--- src/rtl/dl_rx_pack.sv ---
// dl_rx_pack: pairs corrected nibbles from the SECDED checker into bytes and buffers them in a FIFO.
// Optional error counters are built when DL_RX_ERR_CNT_EN is defined; otherwise they read as zero.
module dl_rx_pack #(
    parameter int DEPTH = 4,
    parameter int CNT_W = 8
) (
    input  logic                     clk,
    input  logic                     rst_n,
    input  logic                     in_valid,
    output logic                     in_ready,
    input  logic [3:0]               in_data,
    input  logic                     in_err_detect,
    input  logic                     in_err_multpl,
    output logic                     out_valid,
    input  logic                     out_ready,
    output logic [7:0]               out_data,
    output logic [$clog2(DEPTH):0]   fifo_count,
    output logic                     err_pulse,
    input  logic                     cnt_clr,
    output logic [CNT_W-1:0]         corr_cnt,
    output logic [CNT_W-1:0]         uncorr_cnt
);

    // state | meaning
    // LO    | waiting for the low nibble of a byte
    // HI    | low nibble held, waiting for the high nibble
    localparam logic [0:0] ST_LO = 1'b0;
    localparam logic [0:0] ST_HI = 1'b1;

    localparam int AW = $clog2(DEPTH);
    localparam logic [AW:0] FULL_CNT = DEPTH[AW:0];

    logic [0:0]    r_state;
    logic [3:0]    r_lo;
    logic          r_bad;
    logic [7:0]    r_mem [DEPTH];
    logic [AW-1:0] r_wptr;
    logic [AW-1:0] r_rptr;
    logic [AW:0]   r_count;
    logic          r_err_pulse;

    logic w_accept;
    logic w_hi_accept;
    logic w_drop;
    logic w_push;
    logic w_pop;

    assign in_ready    = (r_state == ST_LO) || (r_count != FULL_CNT);
    assign w_accept    = in_valid && in_ready;
    assign w_hi_accept = w_accept && (r_state == ST_HI);
    assign w_drop      = w_hi_accept && (r_bad || in_err_multpl);
    assign w_push      = w_hi_accept && !(r_bad || in_err_multpl);
    assign w_pop       = out_valid && out_ready;

    assign out_valid  = (r_count != '0);
    assign out_data   = r_mem[r_rptr];
    assign fifo_count = r_count;
    assign err_pulse  = r_err_pulse;

    always_ff @(posedge clk or negedge rst_n) begin
        if (!rst_n) begin
            r_state     <= ST_LO;
            r_lo        <= 4'h0;
            r_bad       <= 1'b0;
            r_err_pulse <= 1'b0;
        end else begin
            r_err_pulse <= w_drop;
            if (w_accept) begin
                if (r_state == ST_LO) begin
                    r_lo    <= in_data;
                    r_bad   <= in_err_multpl;
                    r_state <= ST_HI;
                end else begin
                    r_state <= ST_LO;
                end
            end
        end
    end

    // Pointers wrap naturally because DEPTH is a power of two.
    always_ff @(posedge clk or negedge rst_n) begin
        if (!rst_n) begin
            for (int i = 0; i < DEPTH; i++) begin
                r_mem[i] <= 8'h00;
            end
            r_wptr  <= '0;
            r_rptr  <= '0;
            r_count <= '0;
        end else begin
            if (w_push) begin
                r_mem[r_wptr] <= {in_data, r_lo};
                r_wptr        <= r_wptr + 1'b1;
            end
            if (w_pop) begin
                r_rptr <= r_rptr + 1'b1;
            end
            if (w_push && !w_pop) begin
                r_count <= r_count + 1'b1;
            end else if (w_pop && !w_push) begin
                r_count <= r_count - 1'b1;
            end
        end
    end

`ifdef DL_RX_ERR_CNT_EN
    logic [CNT_W-1:0] r_corr_cnt;
    logic [CNT_W-1:0] r_uncorr_cnt;

    // Clear has priority over a same-cycle increment; both counters saturate.
    always_ff @(posedge clk or negedge rst_n) begin
        if (!rst_n) begin
            r_corr_cnt   <= '0;
            r_uncorr_cnt <= '0;
        end else if (cnt_clr) begin
            r_corr_cnt   <= '0;
            r_uncorr_cnt <= '0;
        end else if (w_accept) begin
            if (in_err_detect && !in_err_multpl && (r_corr_cnt != '1)) begin
                r_corr_cnt <= r_corr_cnt + 1'b1;
            end
            if (in_err_multpl && (r_uncorr_cnt != '1)) begin
                r_uncorr_cnt <= r_uncorr_cnt + 1'b1;
            end
        end
    end

    assign corr_cnt   = r_corr_cnt;
    assign uncorr_cnt = r_uncorr_cnt;
`else
    logic w_unused_cnt_in;

    assign w_unused_cnt_in = cnt_clr ^ in_err_detect;
    assign corr_cnt        = '0;
    assign uncorr_cnt      = '0;
`endif

endmodule

--- config.mk ---
export PLATFORM = sky130hd
export DESIGN_NAME = dl_rx_pack
export DESIGN_NICKNAME = d
export VERILOG_FILES = /design/src/rtl/dl_rx_pack.sv
export SDC_FILE = /design/constraint.sdc
export NUM_CORES = 1
export LEC_CHECK = 0
export CORE_ASPECT_RATIO = 1.25
export CORE_UTILIZATION = 53
export CTS_CLUSTER_SIZE = 28
export DETAILED_ROUTE_END_ITERATION = 12
export PLACE_DENSITY = 0.88
export SYNTH_ARGS = -nofsm -noshare
export SYNTH_HDL_FRONTEND = slang
export SYNTH_SLANG_ARGS = --single-unit
--- constraint.sdc ---
create_clock -name clk -period 3.8 [get_ports clk]
set_input_delay 0.76 -clock clk [delete_from_list [all_inputs] [get_ports clk]]
set_output_delay 0.76 -clock clk [all_outputs]
set_load 0.1 [all_outputs]
==> results.md, run 1 <==
- CP startpoint: fifo_count[0]
- Total CTS buffers: 5
- WL met3: 134 um
- Via Count: around 1,200
- Die width: 59.9 um
- Worst min path class: reg2reg
- Tightest Pin Transition: between 1 and 1.5 ns
- Max stage delay on crit path: 0.99 ns
- Core Rows: 25
- Final Setup Violations: 0
- Final Hold Fails: 0
- Htree depth: 2
- Critical Path Slowest Stage Cell: clkdlybuf4s50_1
- Number of remaining DRC errors: 0
- Slew headroom: 0.324
- CP arrival: 2.18 ns
- Post-CTS Resized: 0
- Max-slew violation count: 0
- Synth Warn #: 0
- Reg2reg path depth: 7
- Die area: approximately 4500 um2
- Synthesized instance count: 148
- Fmax: 0.341 GHz
- Total core area: 3910 um2
- DR WL/cell: 17.4 um
- Critical path required time: 3.04 ns
- Vias in the first global route: 1,306
- Hold Crit Endpoint: r_mem[19]
- Placer Congestion: 0.695
- Routed WL: a little under 4 mm
- Fin crit share: 0.772
- Final ANT Viol Nets: 0
- IO buf count: 22
- First-pass GRT wire length: 6.52 mm
- Critical-path cell list: or3_1, clkdlybuf4s50_1
- Largest net degree at the start of global routing: 47
- Sinks on Clock Net: 46
- Reg clk slew, reported paths: 0.08 ns
- Crit end category: output port
- DP Worst Slack: 0.688 ns
- DP Cell Count: ~220
- Root buffer cell: clkbuf_8
- Filler cell count: 298
- IO Pins: 41
- CTS tree: built
- Mapped Area: 2220 um2
- Clock buffer depth: 2
- Die Ht: 74.4 um
- Number of library cell types mapped by synthesis: 23
- HP Start: r_mem[19]
- Grt ovf: 0
- Register bit total from synthesis: between 40 and 50
- Pre-antenna DRT Iters: 4
- Initial antenna violation count: 0
- Routed wl met2: roughly 2.2 mm
- Avg Vias per Cell: 5.31
- Share of cells above drive strength 1: 0.382
- Skew-Pair Late Insertion Delay: 0.30 ns
- Register area share after synthesis: 0.518
- Reg2reg end: fifo_count[1]
- Setup TNS Final: 0 ns
- Hold buffers post-CTS: 0
- Max cap viols: 0
- All-Layer GR Usage: 0.209
- Worst reg2reg startpoint: fifo_count[0]
- Nets@finish: 189
- Crit Path Class: reg2out
- Antenna diodes: 0
- Clock skew: 0.00843 ns
- Register-to-register setup slack: approximately 1.3 ns
- Post-CTS setup buffers: 0
- CP max FO: 6
- DR iter-0 viols: 45
- Final HPWL DP: 2.80 mm
- Worst Slack Setup Final: 0.865 ns
- Hold Path Stages: 1
- Initial Util: 0.568
- Min cycle time layout: approximately 2.9 ns
- Max Used Layer: met4
- Crit path launch type: flip-flop
- Wl on met1: between 1.5 and 2 mm
- Non-filler cells, final: roughly 230
- Mapped Avg Cell Area: ~15 um2
- Status: completed
- Area Overhead vs Synth: 11.6%
- Unrepaired setup endpoints after global routing: false
[cell usage in the layout, fill, tap and decap left out]
cell / n
clkinv_2: 1
nand3_1: 3
clkbuf_1: 1
nand3_4: 4
fa_1: 1
dfrtp_1: 46
nand2_1: 2
mux2_2: 37
inv_1: 4
buf_2: 1
xnor2_1: 4
clkbuf_8: 5
mux2_1: 2
nor2_1: 4
and4bb_2: 1
clkinv_4: 1
xor2_1: 2
buf_4: 8
nand2b_1: 1
clkdlybuf4s50_1: 13
conb_1: 16
o21a_1: 1
ha_1: 5
or3_1: 1
or3b_1: 1
mux4_2: 8
[cells in the mapped netlist]
| cell | count | area (um2) |
|---|---|---|
| mux4_2 | 8 | 180 |
| nand2b_1 | 1 | 6.26 |
| buf_2 | 1 | 5.00 |
| nand3_1 | 3 | 15.0 |
| and4bb_2 | 1 | 12.5 |
| mux2_1 | 2 | 22.5 |
| xor2_1 | 2 | 17.5 |
| mux2_2 | 37 | 417 |
| ha_1 | 5 | 62.6 |
| nor2_1 | 4 | 15.0 |
| buf_1 | 1 | 3.75 |
| dfrtp_1 | 46 | 1150 |
| nand3_4 | 4 | 70.1 |
| fa_1 | 1 | 20.0 |
| buf_4 | 17 | 128 |
| conb_1 | 1 | 3.75 |
| or3_1 | 1 | 6.26 |
| xnor2_1 | 4 | 35.0 |
| buf_6 | 1 | 11.3 |
| nand2_1 | 2 | 7.51 |
| o21a_1 | 1 | 7.51 |
| inv_1 | 4 | 15.0 |
| or3b_1 | 1 | 8.76 |
[layout make-up]
cell class / count / area, um2 / share of cell area
clock buffer: 6 / 72.6 / 0.0293
clock inverter: 2 / 13.8 / 0.00555
inverter: 4 / 15.0 / 0.00606
multi-input combinational: 93 / 963 / 0.389
sequential: 46 / 1150 / 0.464
tap: 54 / 67.6 / 0.0273
timing repair buffer: 22 / 195 / 0.0787
[logic make-up (layout without fill, tap and decap cells)]
kind of cell / Yosys count / after routing / share of synthesized area
fa+ha+maj: 6 / 6 / 0.0372
compound gates: 1 / 1 / 0.00338
mux: 47 / 47 / 0.279
flops: 46 / 46 / 0.518
buf+inv: 24 / 34 / 0.0732
xor+xnor: 6 / 6 / 0.0237
other cells: 1 / 16 / 0.00169
simple gates: 17 / 17 / 0.0637
[state kept, by name (all words and copies together) (netlist names)]
signal      count
r_mem          32
r_lo            4
fifo_count      3
r_rptr          2
r_wptr          2
err_pulse       1
r_bad           1
r_state         1
[routing by layer]
metal | global-route usage | vias to the layer above
met1 | 0.240 | 632
met5 | 0 | -
met4 | 0.103 | 0
met3 | 0.0487 | 8
li1 | - | 534
met2 | 0.363 | 32
[worst max-delay path, delay by kind of cell, from the launching register on]
kind,cells,cell delay (ns)
buf+inv,1,0.99
simple gates,1,0.42
flops,1,0.46
[metrics by stage]
step / utilization / hold slack (ns) / instance area (um2)
floorplan: - / 0.459 / 2280
global placement: 0.612 / 0.468 / 2390
detailed placement: 0.612 / 0.492 / 2390
CTS: 0.634 / 0.511 / 2480
global route: 0.634 / 0.520 / 2480
finish: 0.634 / 0.505 / 2480
[worst max path at each step]
stage                     to  slack, ns  depth (start not counted)
2_1_floorplan  fifo_count[1]       0.69                          6
3_3_place_gp   fifo_count[2]       0.77                         10
3_5_place_dp   fifo_count[2]       0.69                         10
4_1_cts            out_valid       0.87                          2
5_1_grt        fifo_count[2]       0.82                         10
6_report           out_valid       0.86                          2
Power of run 1 is left out: the tool's default activity adds up to more than one toggle a clock period on the data nets, which glitch-free logic cannot reach.
==> inputs of run 2 (changes only) <==
Settings changed: CORE_UTILIZATION 53 to 52, PLACE_DENSITY 0.88 to 0.86.
Clock period 3.8 ns to 2.8 ns, I/O delays scaled along.
==> run 2 against run 1 <==
Compared with the run above: core utilization fell by 2.6 points; first-iteration DRC count grew 6.7%; sequential share of layout area fell by 0.28 points; register-to-register slack lost 0.72 ns; non-clock buffer count grew 3; count of clock-buffer cells in the layout unchanged; hold slack got worse by 0.070 ns; final area up 0.61%; largest cell class unchanged.
==> results.md, run 2 (synthesis results as in run 1) <==
- Max reg flops: 32
- Tightest Pin Transition: 1.00 ns
- Most common cell after layout, fill and taps aside: dfrtp_1
- Vias in the first global route: 1,242
- Htree depth: 2
- Total CTS buffers: 5
- Critical-path cell list: buf_4, mux4_2, buf_4
- Reg clk slew, reported paths: 0.08 ns
- Most used cell, CP: buf_4
- Worst min path class: in2async
- Clock skew: 0.0104 ns
- Fmax: 0.417 GHz
- Reg with most FFs: r_mem
- Top delay family on crit path: flip-flops
- Max stage delay on crit path: around 0.54 ns
- Crit path to: out_data[2]
- Die area: 4540 um2
- Setup TNS Final: 0 ns
- Sinks on Clock Net: 46
- Critical Path Slowest Stage Cell: dfrtp_1
- CP arrival: approximately 1.8 ns
- CTS tree: built
- CP max FO: 6
- Largest net degree at the start of global routing: 47
- Critical path required time: 2.24 ns
- Min cycle time layout: 2.40 ns
- Initial antenna violation count: 0
- DR WL/cell: 15.9 um
- Reg2reg path depth: 7
- Root buffer cell: clkbuf_8
- Final ANT Viol Nets: 0
- Status: completed
- Final Hold Fails: 0
- Die Ht: 75.1 um
- WP buf/inv: 2
- Reg2reg end: fifo_count[1]
- Number of remaining DRC errors: 0
- Skew-Pair Late Insertion Delay: 0.30 ns
- Final Setup Violations: 0
- Worst reg2reg startpoint: fifo_count[0]
- Filler cell count: 345
- Area Overhead vs Synth: 12.3%
- Final HPWL DP: 2.68 mm
- Hold buffers post-CTS: 0
- First-pass GRT wire length: between 6 and 7 mm
- Routed WL: 3.69 mm
- Crit path launch type: flip-flop
- Share of cells above drive strength 1: 0.432
- Crit Path Class: reg2out
- Grt ovf: 0
- Post-CTS Resized: 0
- Commonest non-fill, non-tap cells in the layout: dfrtp_1 (46), mux2_2 (37), buf_4 (17)
- IO Pins: 41
- Core Rows: 26
- Crit end category: output port
- Nets@finish: roughly 190
- Slew headroom: 0.332
- Max cap viols: 0
- Avg Vias per Cell: 5.11
- Max-slew violation count: 0
- CP Depth: 3
- Total core area: ~4100 um2
- Antenna diodes: 0
- Post-CTS setup buffers: 0
- IO buf count: 22
- Die width: 60.5 um
- Clock buffer depth: 2
- Pre-antenna DRT Iters: 4
- CP startpoint: r_rptr[0]
- Initial Util: 0.542
- DR iter-0 viols: 48
- Fin crit share: 0.857
- Register-to-register setup slack: 0.61 ns
- Unrepaired setup endpoints after global routing: false
- Via Count: 1,186
- Placer Congestion: 0.706
- All-Layer GR Usage: 0.190
==> run 2: cell types whose count changed in the layout (fill, tap and decap cells not counted) <==
cell	previous run	this run
or3_4	0	1
buf_4	8	17
clkdlybuf4s50_1	13	7
or3_1	1	0
==> run 2: layer usage <==
metal / routed length [um] / global-route usage / vias to the layer above
met5: 0 / 0 / -
met4: 33 / 0.0783 / 0
met3: 121 / 0.0481 / 6
met2: 2040 / 0.320 / 31
met1: 1490 / 0.233 / 610
li1: - / - / 539
==> run 2: final cells by class <==
type,count,area (um2),area share
Sequential cell,46,1150,0.462
Clock buffer,6,72.6,0.0291
Inverter,4,15.0,0.00602
Timing Repair Buffer,25,203,0.0813
Multi-Input combinational cell,93,968,0.388
Tap cell,56,70.1,0.0281
Clock inverter,2,13.8,0.00552
==> run 2: how the worst min path moves through the flow <==
stage              start   endpoint  slack (ns)  depth (start not counted)
2_1_floorplan      rst_n  err_pulse        0.26                          0
3_3_place_gp    r_mem[3]   r_mem[3]        0.47                          1
3_5_place_dp   r_mem[14]  r_mem[14]        0.49                          1
4_1_cts            rst_n  r_mem[30]        0.45                          1
5_1_grt            rst_n  r_mem[10]        0.50                          1
6_report           rst_n  r_mem[15]        0.44                          1
==> run 2: stage by stage <==
step	instances	setup WS, ns	hold slack [ns]	util	instance area, um2
2_1_floorplan	163	0.0724	0.264	-	2280
3_3_place_gp	224	0.200	0.469	0.587	2410
3_5_place_dp	224	0.114	0.490	0.587	2410
4_1_cts	232	0.353	0.454	0.608	2490
5_1_grt	232	0.291	0.503	0.608	2490
6_report	232	0.402	0.435	0.608	2490
Power of run 2 is left out for the same reason.
